$ cat src/rtl/vga_timing_pkg.sv
// Shared constants and elaboration helpers for the VGA timing generator.
// Defaults describe 640x480@60 with a 25.175 MHz-class pixel rate.
package vga_timing_pkg;

  localparam int unsigned DEF_H_ACTIVE = 640;
  localparam int unsigned DEF_H_FP     = 16;
  localparam int unsigned DEF_H_SYNC   = 96;
  localparam int unsigned DEF_H_BP     = 48;
  localparam int unsigned DEF_V_ACTIVE = 480;
  localparam int unsigned DEF_V_FP     = 10;
  localparam int unsigned DEF_V_SYNC   = 2;
  localparam int unsigned DEF_V_BP     = 33;
  localparam int unsigned DEF_CNT_W    = 16;

  // Length of a full line or frame from its four timing segments.
  function automatic int unsigned timing_total(input int unsigned active,
                                               input int unsigned fp,
                                               input int unsigned sync,
                                               input int unsigned bp);
    return active + fp + sync + bp;
  endfunction

  function automatic bit timing_nonzero(input int unsigned ha, input int unsigned hf,
                                        input int unsigned hs, input int unsigned hb,
                                        input int unsigned va, input int unsigned vf,
                                        input int unsigned vs, input int unsigned vb);
    return (ha != 0) && (hf != 0) && (hs != 0) && (hb != 0) &&
           (va != 0) && (vf != 0) && (vs != 0) && (vb != 0);
  endfunction

  // True when a cnt_w-bit counter can reach the largest terminal count.
  function automatic bit cnt_w_fits(input int unsigned cnt_w,
                                    input int unsigned h_total,
                                    input int unsigned v_total);
    longint unsigned max_cnt;
    max_cnt = 64'(h_total > v_total ? h_total : v_total) - 64'd1;
    if (cnt_w == 0) return 1'b0;
    if (cnt_w >= 63) return 1'b1;
    return (64'd1 << cnt_w) > max_cnt;
  endfunction

endpackage

$ cat src/rtl/vga_timing_gen_wrap_counter.sv
// Modulo-N counter with enable; exposes its next value so the parent can
// register derived outputs in step with the count.
module wrap_counter
  import vga_timing_pkg::*;
#(
  parameter int unsigned MODULUS = 800,
  parameter int unsigned CNT_W   = 16
) (
  input  logic             clk,
  input  logic             rst,
  input  logic             en,
  output logic [CNT_W-1:0] count,
  output logic [CNT_W-1:0] count_nxt_c,
  output logic             wrap_c
);

  localparam logic [CNT_W-1:0] LAST = CNT_W'(MODULUS - 1);

  if (MODULUS == 0 || !cnt_w_fits(CNT_W, MODULUS, MODULUS)) begin : g_bad_modulus
    $error("wrap_counter: MODULUS must be non-zero and fit in CNT_W bits");
  end

  logic at_last_c;

  assign at_last_c = (count == LAST);
  assign wrap_c    = en & at_last_c;

  always_comb begin
    count_nxt_c = count;
    if (en) begin
      count_nxt_c = at_last_c ? '0 : count + CNT_W'(1);
    end
  end

  always_ff @(posedge clk) begin
    if (rst) begin
      count <= '0;
    end else begin
      count <= count_nxt_c;
    end
  end

endmodule

$ cat src/rtl/vga_timing_gen.sv
// VGA raster timing: pixel/line counters, sync pulses, display enable,
// active-area coordinates and end-of-line/frame strobes.
module vga_timing_gen
  import vga_timing_pkg::*;
#(
  parameter int unsigned H_ACTIVE = DEF_H_ACTIVE,
  parameter int unsigned H_FP     = DEF_H_FP,
  parameter int unsigned H_SYNC   = DEF_H_SYNC,
  parameter int unsigned H_BP     = DEF_H_BP,
  parameter int unsigned V_ACTIVE = DEF_V_ACTIVE,
  parameter int unsigned V_FP     = DEF_V_FP,
  parameter int unsigned V_SYNC   = DEF_V_SYNC,
  parameter int unsigned V_BP     = DEF_V_BP,
  parameter bit          HS_POL   = 1'b0,
  parameter bit          VS_POL   = 1'b0,
  parameter int unsigned CNT_W    = DEF_CNT_W
) (
  input  logic             clk,
  input  logic             rst,
  input  logic             ce,
  output logic [CNT_W-1:0] h_cnt,
  output logic [CNT_W-1:0] v_cnt,
  output logic             hsync,
  output logic             vsync,
  output logic             de,
  output logic [CNT_W-1:0] x,
  output logic [CNT_W-1:0] y,
  output logic             line_end,
  output logic             frame_end
);

  localparam int unsigned H_TOTAL = timing_total(H_ACTIVE, H_FP, H_SYNC, H_BP);
  localparam int unsigned V_TOTAL = timing_total(V_ACTIVE, V_FP, V_SYNC, V_BP);

  localparam logic [CNT_W-1:0] H_ACT    = CNT_W'(H_ACTIVE);
  localparam logic [CNT_W-1:0] V_ACT    = CNT_W'(V_ACTIVE);
  localparam logic [CNT_W-1:0] HS_START = CNT_W'(H_ACTIVE + H_FP);
  localparam logic [CNT_W-1:0] HS_STOP  = CNT_W'(H_ACTIVE + H_FP + H_SYNC);
  localparam logic [CNT_W-1:0] VS_START = CNT_W'(V_ACTIVE + V_FP);
  localparam logic [CNT_W-1:0] VS_STOP  = CNT_W'(V_ACTIVE + V_FP + V_SYNC);

  if (!timing_nonzero(H_ACTIVE, H_FP, H_SYNC, H_BP, V_ACTIVE, V_FP, V_SYNC, V_BP))
  begin : g_bad_zero
    $error("vga_timing_gen: every timing parameter must be non-zero");
  end

  if (!cnt_w_fits(CNT_W, H_TOTAL, V_TOTAL)) begin : g_bad_width
    $error("vga_timing_gen: CNT_W too narrow for H_TOTAL/V_TOTAL");
  end

  logic [CNT_W-1:0] h_nxt_c;
  logic [CNT_W-1:0] v_nxt_c;
  logic             h_wrap_c;
  logic             v_wrap_c;

  wrap_counter #(
    .MODULUS (H_TOTAL),
    .CNT_W   (CNT_W)
  ) u_h_counter (
    .clk         (clk),
    .rst         (rst),
    .en          (ce),
    .count       (h_cnt),
    .count_nxt_c (h_nxt_c),
    .wrap_c      (h_wrap_c)
  );

  // Vertical counter steps once per horizontal wrap, so both wrap together at frame end.
  wrap_counter #(
    .MODULUS (V_TOTAL),
    .CNT_W   (CNT_W)
  ) u_v_counter (
    .clk         (clk),
    .rst         (rst),
    .en          (h_wrap_c),
    .count       (v_cnt),
    .count_nxt_c (v_nxt_c),
    .wrap_c      (v_wrap_c)
  );

  logic             hsync_nxt_c;
  logic             vsync_nxt_c;
  logic             de_nxt_c;
  logic [CNT_W-1:0] x_nxt_c;
  logic [CNT_W-1:0] y_nxt_c;

  // Decode from next counts so registered outputs line up with h_cnt/v_cnt.
  always_comb begin
    hsync_nxt_c = ~HS_POL;
    vsync_nxt_c = ~VS_POL;
    de_nxt_c    = 1'b0;
    x_nxt_c     = '0;
    y_nxt_c     = '0;
    if (h_nxt_c >= HS_START && h_nxt_c < HS_STOP) begin
      hsync_nxt_c = HS_POL;
    end
    if (v_nxt_c >= VS_START && v_nxt_c < VS_STOP) begin
      vsync_nxt_c = VS_POL;
    end
    if (h_nxt_c < H_ACT && v_nxt_c < V_ACT) begin
      de_nxt_c = 1'b1;
      x_nxt_c  = h_nxt_c;
      y_nxt_c  = v_nxt_c;
    end
  end

  always_ff @(posedge clk) begin
    if (rst) begin
      hsync <= ~HS_POL;
      vsync <= ~VS_POL;
      de    <= 1'b1;
      x     <= '0;
      y     <= '0;
    end else begin
      hsync <= hsync_nxt_c;
      vsync <= vsync_nxt_c;
      de    <= de_nxt_c;
      x     <= x_nxt_c;
      y     <= y_nxt_c;
    end
  end

  assign line_end  = h_wrap_c & ~rst;
  assign frame_end = v_wrap_c & ~rst;

endmodule

$ cat config.mk
export PLATFORM = sky130hd
export DESIGN_NAME = vga_timing_gen
export DESIGN_NICKNAME = d
export VERILOG_FILES = /design/src/rtl/vga_timing_pkg.sv /design/src/rtl/vga_timing_gen_wrap_counter.sv /design/src/rtl/vga_timing_gen.sv
export SDC_FILE = /design/constraint.sdc
export NUM_CORES = 1
export LEC_CHECK = 0
export ABC_AREA = 1
export BUFFER_PORTS_ARGS = -buffer_cell sky130_fd_sc_hd__buf_2
export CORE_MARGIN = 10
export CORE_UTILIZATION = 35
export DETAILED_ROUTE_END_ITERATION = 10
export PLACE_DENSITY = 0.64
export SYNTH_ARGS = -nofsm -noshare
export SYNTH_HDL_FRONTEND = slang
export SYNTH_SLANG_ARGS = --single-unit
$ cat constraint.sdc
create_clock -name clk -period 2.4 [get_ports clk]
set_clock_uncertainty 0.2 [all_clocks]
set_input_delay 0.48 -clock clk [delete_from_list [all_inputs] [get_ports clk]]
set_output_delay 0.48 -clock clk [all_outputs]
set_load 0.02 [all_outputs]
==> impl_metrics.py <==
metrics = {
    "global_routing": {
        "grt_pass1_wl_um": 15000,
        "grt_max_degree": 22,
        "track_usage_pct": 14.0,
        "grt.overflow.total": 0,
        "grt_pass1_vias": 3126,
        "antenna_found_initial": 0,
    },
    "floorplanning": {
        "coreArea_sq_mm": 0.00881,
        "io_pins": 72,
        "std_cell_rows": 34,
        "die_w_um": 116,
        "start_util_pct": 36.3,
        "die_area_sq_mm": 0.0133,
        "dieHeight_um": 116,
    },
    "status": {
        "violations": "setup timing",
        "outcome": "finished, violations left",
    },
    "cells_and_area": {
        "fin_nets": 597,
        "mostFrequentLayoutCells": "nand2_1 (99), nor2_1 (79), buf_2 (69)",
        "n_fill_cell": 868,
        "layout-drive-gt1-share_pct": 37.0,
        "utilization_pct": 50.6,
        "layout_commonest_cell": "nand2_1",
        "synthToLayoutAreaGrowth_pct": 39.4,
        "antenna_cells": 0,
    },
    "setup_path": {
        "crit_fanout": 5,
        "start_kind": "register",
        "crit_arrival_ns": 2.48,
        "startpoint": "u_h_counter.count[0]$_SDFF_PP0_",
        "timing.rr.start": "u_h_counter.count[0]$_SDFF_PP0_",
        "critPathRequiredTime_ns": 2.48,
        "reg2reg_depth": 14,
        "crit_type": "register to register",
        "crit_path_end_kind": "register",
    },
    "timing": {
        "rsz0062_at_grt": "true",
        "hold_violations": 0,
        "layout_setup_ws_ns": -0.00486,
        "fin_crit_ns": 2.40,
        "period_share_pct": 100,
        "hold_ws_ns": 0.292,
        "drv_slew": 0,
        "timing.fmax_mhz": 416,
        "setup_viol": 5,
    },
    "detailed_routing": {
        "vias_per_cell": 4.71,
        "firstDrtPassIters": 5,
        "drc": 0,
        "wl_met1_um": 4130,
        "ant_nets": 0,
        "drt-initial-drc-count": 200,
        "wl_met3_um": 707,
        "wl_um": 9680,
        "route.met2.wl_um": 4650,
        "top_layer": "met4",
        "wl_per_cell_um": 13.8,
        "num_vias": 3306,
    },
    "clocking": {
        "cts_tree": "yes",
        "cts_buffers": 9,
        "cts_sinks": 67,
        "cts-root-buf": "clkbuf_8",
        "clock_path_buffers": 2,
        "clk_latency_ns": 0.34,
        "cts.clk_slew.worst_paths_ns": 0.07,
        "cts_max_level": 3,
    },
    "placement": {
        "gp_congestion": 0.886,
        "place_hpwl_um": 7120,
        "io_buffers": 71,
    },
    "synth": {
        "synth_edf_count": 0,
        "synth_area_leaders": "dfxtp_1 (42%), nand2_1 (13%), nor2_1 (10%)",
        "syn_inst": 462,
        "ys.warnings.count": 0,
        "synth_area_per_cell_sq_um": 6.91,
        "yosysUniqueCellTypes": 32,
        "yosysTopAreaCellShare_pct": 42.0,
        "synth-seq-area-share_pct": 42.0,
        "ys_ff_latch": 67,
        "async_flop_share_pct": 0,
        "synth.largest_area_cell": "dfxtp_1",
        "synth_area_sq_mm": 0.00319,
        "ys.flop_type": "dfxtp_1",
    },
    "power_and_ir_drop": {
        "p_leak_nw": 2.10,
        "ir_worst_vdd_mv": 0.288,
        "power_density_mw_per_mm2": 487,
    },
    "run": {
        "maxCapViolCount": 0,
    },
    "worst_hold_path": {
        "min_path_cells": 2,
        "hp-class": "input port to register",
        "min_from": "rst",
    },
}
## timing repair
item	in CTS	in global routing
cloned	0	2
endpoints found under the setup margin	2	24
gates resized for setup	27	43
hold buffers	0	0
setup buffers	11	7
pin swaps	7	11
## per-layer routing
metal	vias up	global-route usage (%)
li1	1687	-
met1	1495	16.4
met2	109	23.5
met3	15	4.34
met4	0	5.49
met5	-	0
## per-stage QoR
step                cell area, sq um  TNS (ns)  setup slack, ns  power [mW]  instances
finish                          4450   -0.0143         -0.00486        2.17        702
global route                    4450     -2.17           -0.118        2.25        702
CTS                             4190  -0.00472         -0.00472        2.17        693
detailed placement              3860    -0.182          -0.0188        1.26        669
global placement                3860         0           0.0315        1.26        669
floorplan                       3240         0            0.153        1.22        474
## flip-flops by register name (all words and copies together), names as in the netlist
name	count
vsync	1
x	16
u_v_counter.count	16
u_h_counter.count	16
de	1
y	16
hsync	1
## synthesized netlist by cell type, types with 2 or more instances
| cell type | count |
|---|---|
| o21ai_1 | 3 |
| a21oi_1 | 5 |
| o21bai_1 | 4 |
| nand3_1 | 38 |
| xor2_1 | 3 |
| nand2_2 | 7 |
| inv_2 | 3 |
| buf_6 | 4 |
| inv_1 | 56 |
| o21ai_0 | 10 |
| clkbuf_1 | 4 |
| ha_1 | 3 |
| nand3_2 | 3 |
| nor2_2 | 28 |
| nor3_1 | 2 |
| dfxtp_1 | 67 |
| nand4_1 | 11 |
| nand2_1 | 107 |
| nor2_1 | 87 |
| o21ai_2 | 3 |
| nor2_4 | 3 |
## kinds of logic after synthesis
logic type                 count (synthesis)  share of synthesized area [%]
AOI/OAI and AO/OA                         29                           5.56
xor gates and xnor gates                   4                           1.33
and+or+nand+nor                          288                           40.5
buffers and inverters                     70                           9.32
DFF                                       67                           42.0
other                                      1                          0.117
adders and majority gates                  3                           1.18
## layout make-up
type	instances	area, sq um	share of cell area, %
Timing Repair Buffer	116	777	17.4
Clock inverter	3	40.0	0.899
Clock buffer	11	141	3.18
Inverter	60	231	5.20
Multi-Input combinational cell	337	1770	39.7
Tap cell	108	135	3.03
Sequential cell	67	1360	30.6
## report_power, final
part           internal [mW]  total, mW  switching [mW]
sequential              1.13       1.13         0.00693
combinational         0.0519      0.131          0.0793
clock                  0.494      0.903           0.409
## worst paths after layout
check                                     endpoint  slack, ns
setup / recovery                   x[0]$_SDFF_PP0_     -0.005
hold / removal     u_h_counter.count[2]$_SDFF_PP0_       0.29
setup reg to reg                   x[0]$_SDFF_PP0_     -0.005
hold reg to reg   u_v_counter.count[15]$_SDFF_PP0_       0.33
## worst max-delay path, stage by stage (launching register included)
cell and delay [ns]:
dfxtp_2 0.36, ha_4 0.16, buf_6 0.12, nand2_4 0.06, nor2_4 0.16, nand2_4 0.08, nor2_4 0.19, xor2_2 0.19
nand2_2 0.08, inv_1 0.07, nand3_2 0.10, nor2_4 0.15, nand3_4 0.15, clkbuf_16 0.21, nor2_2 0.07
Note: power is estimated with default switching activity, not from simulation.
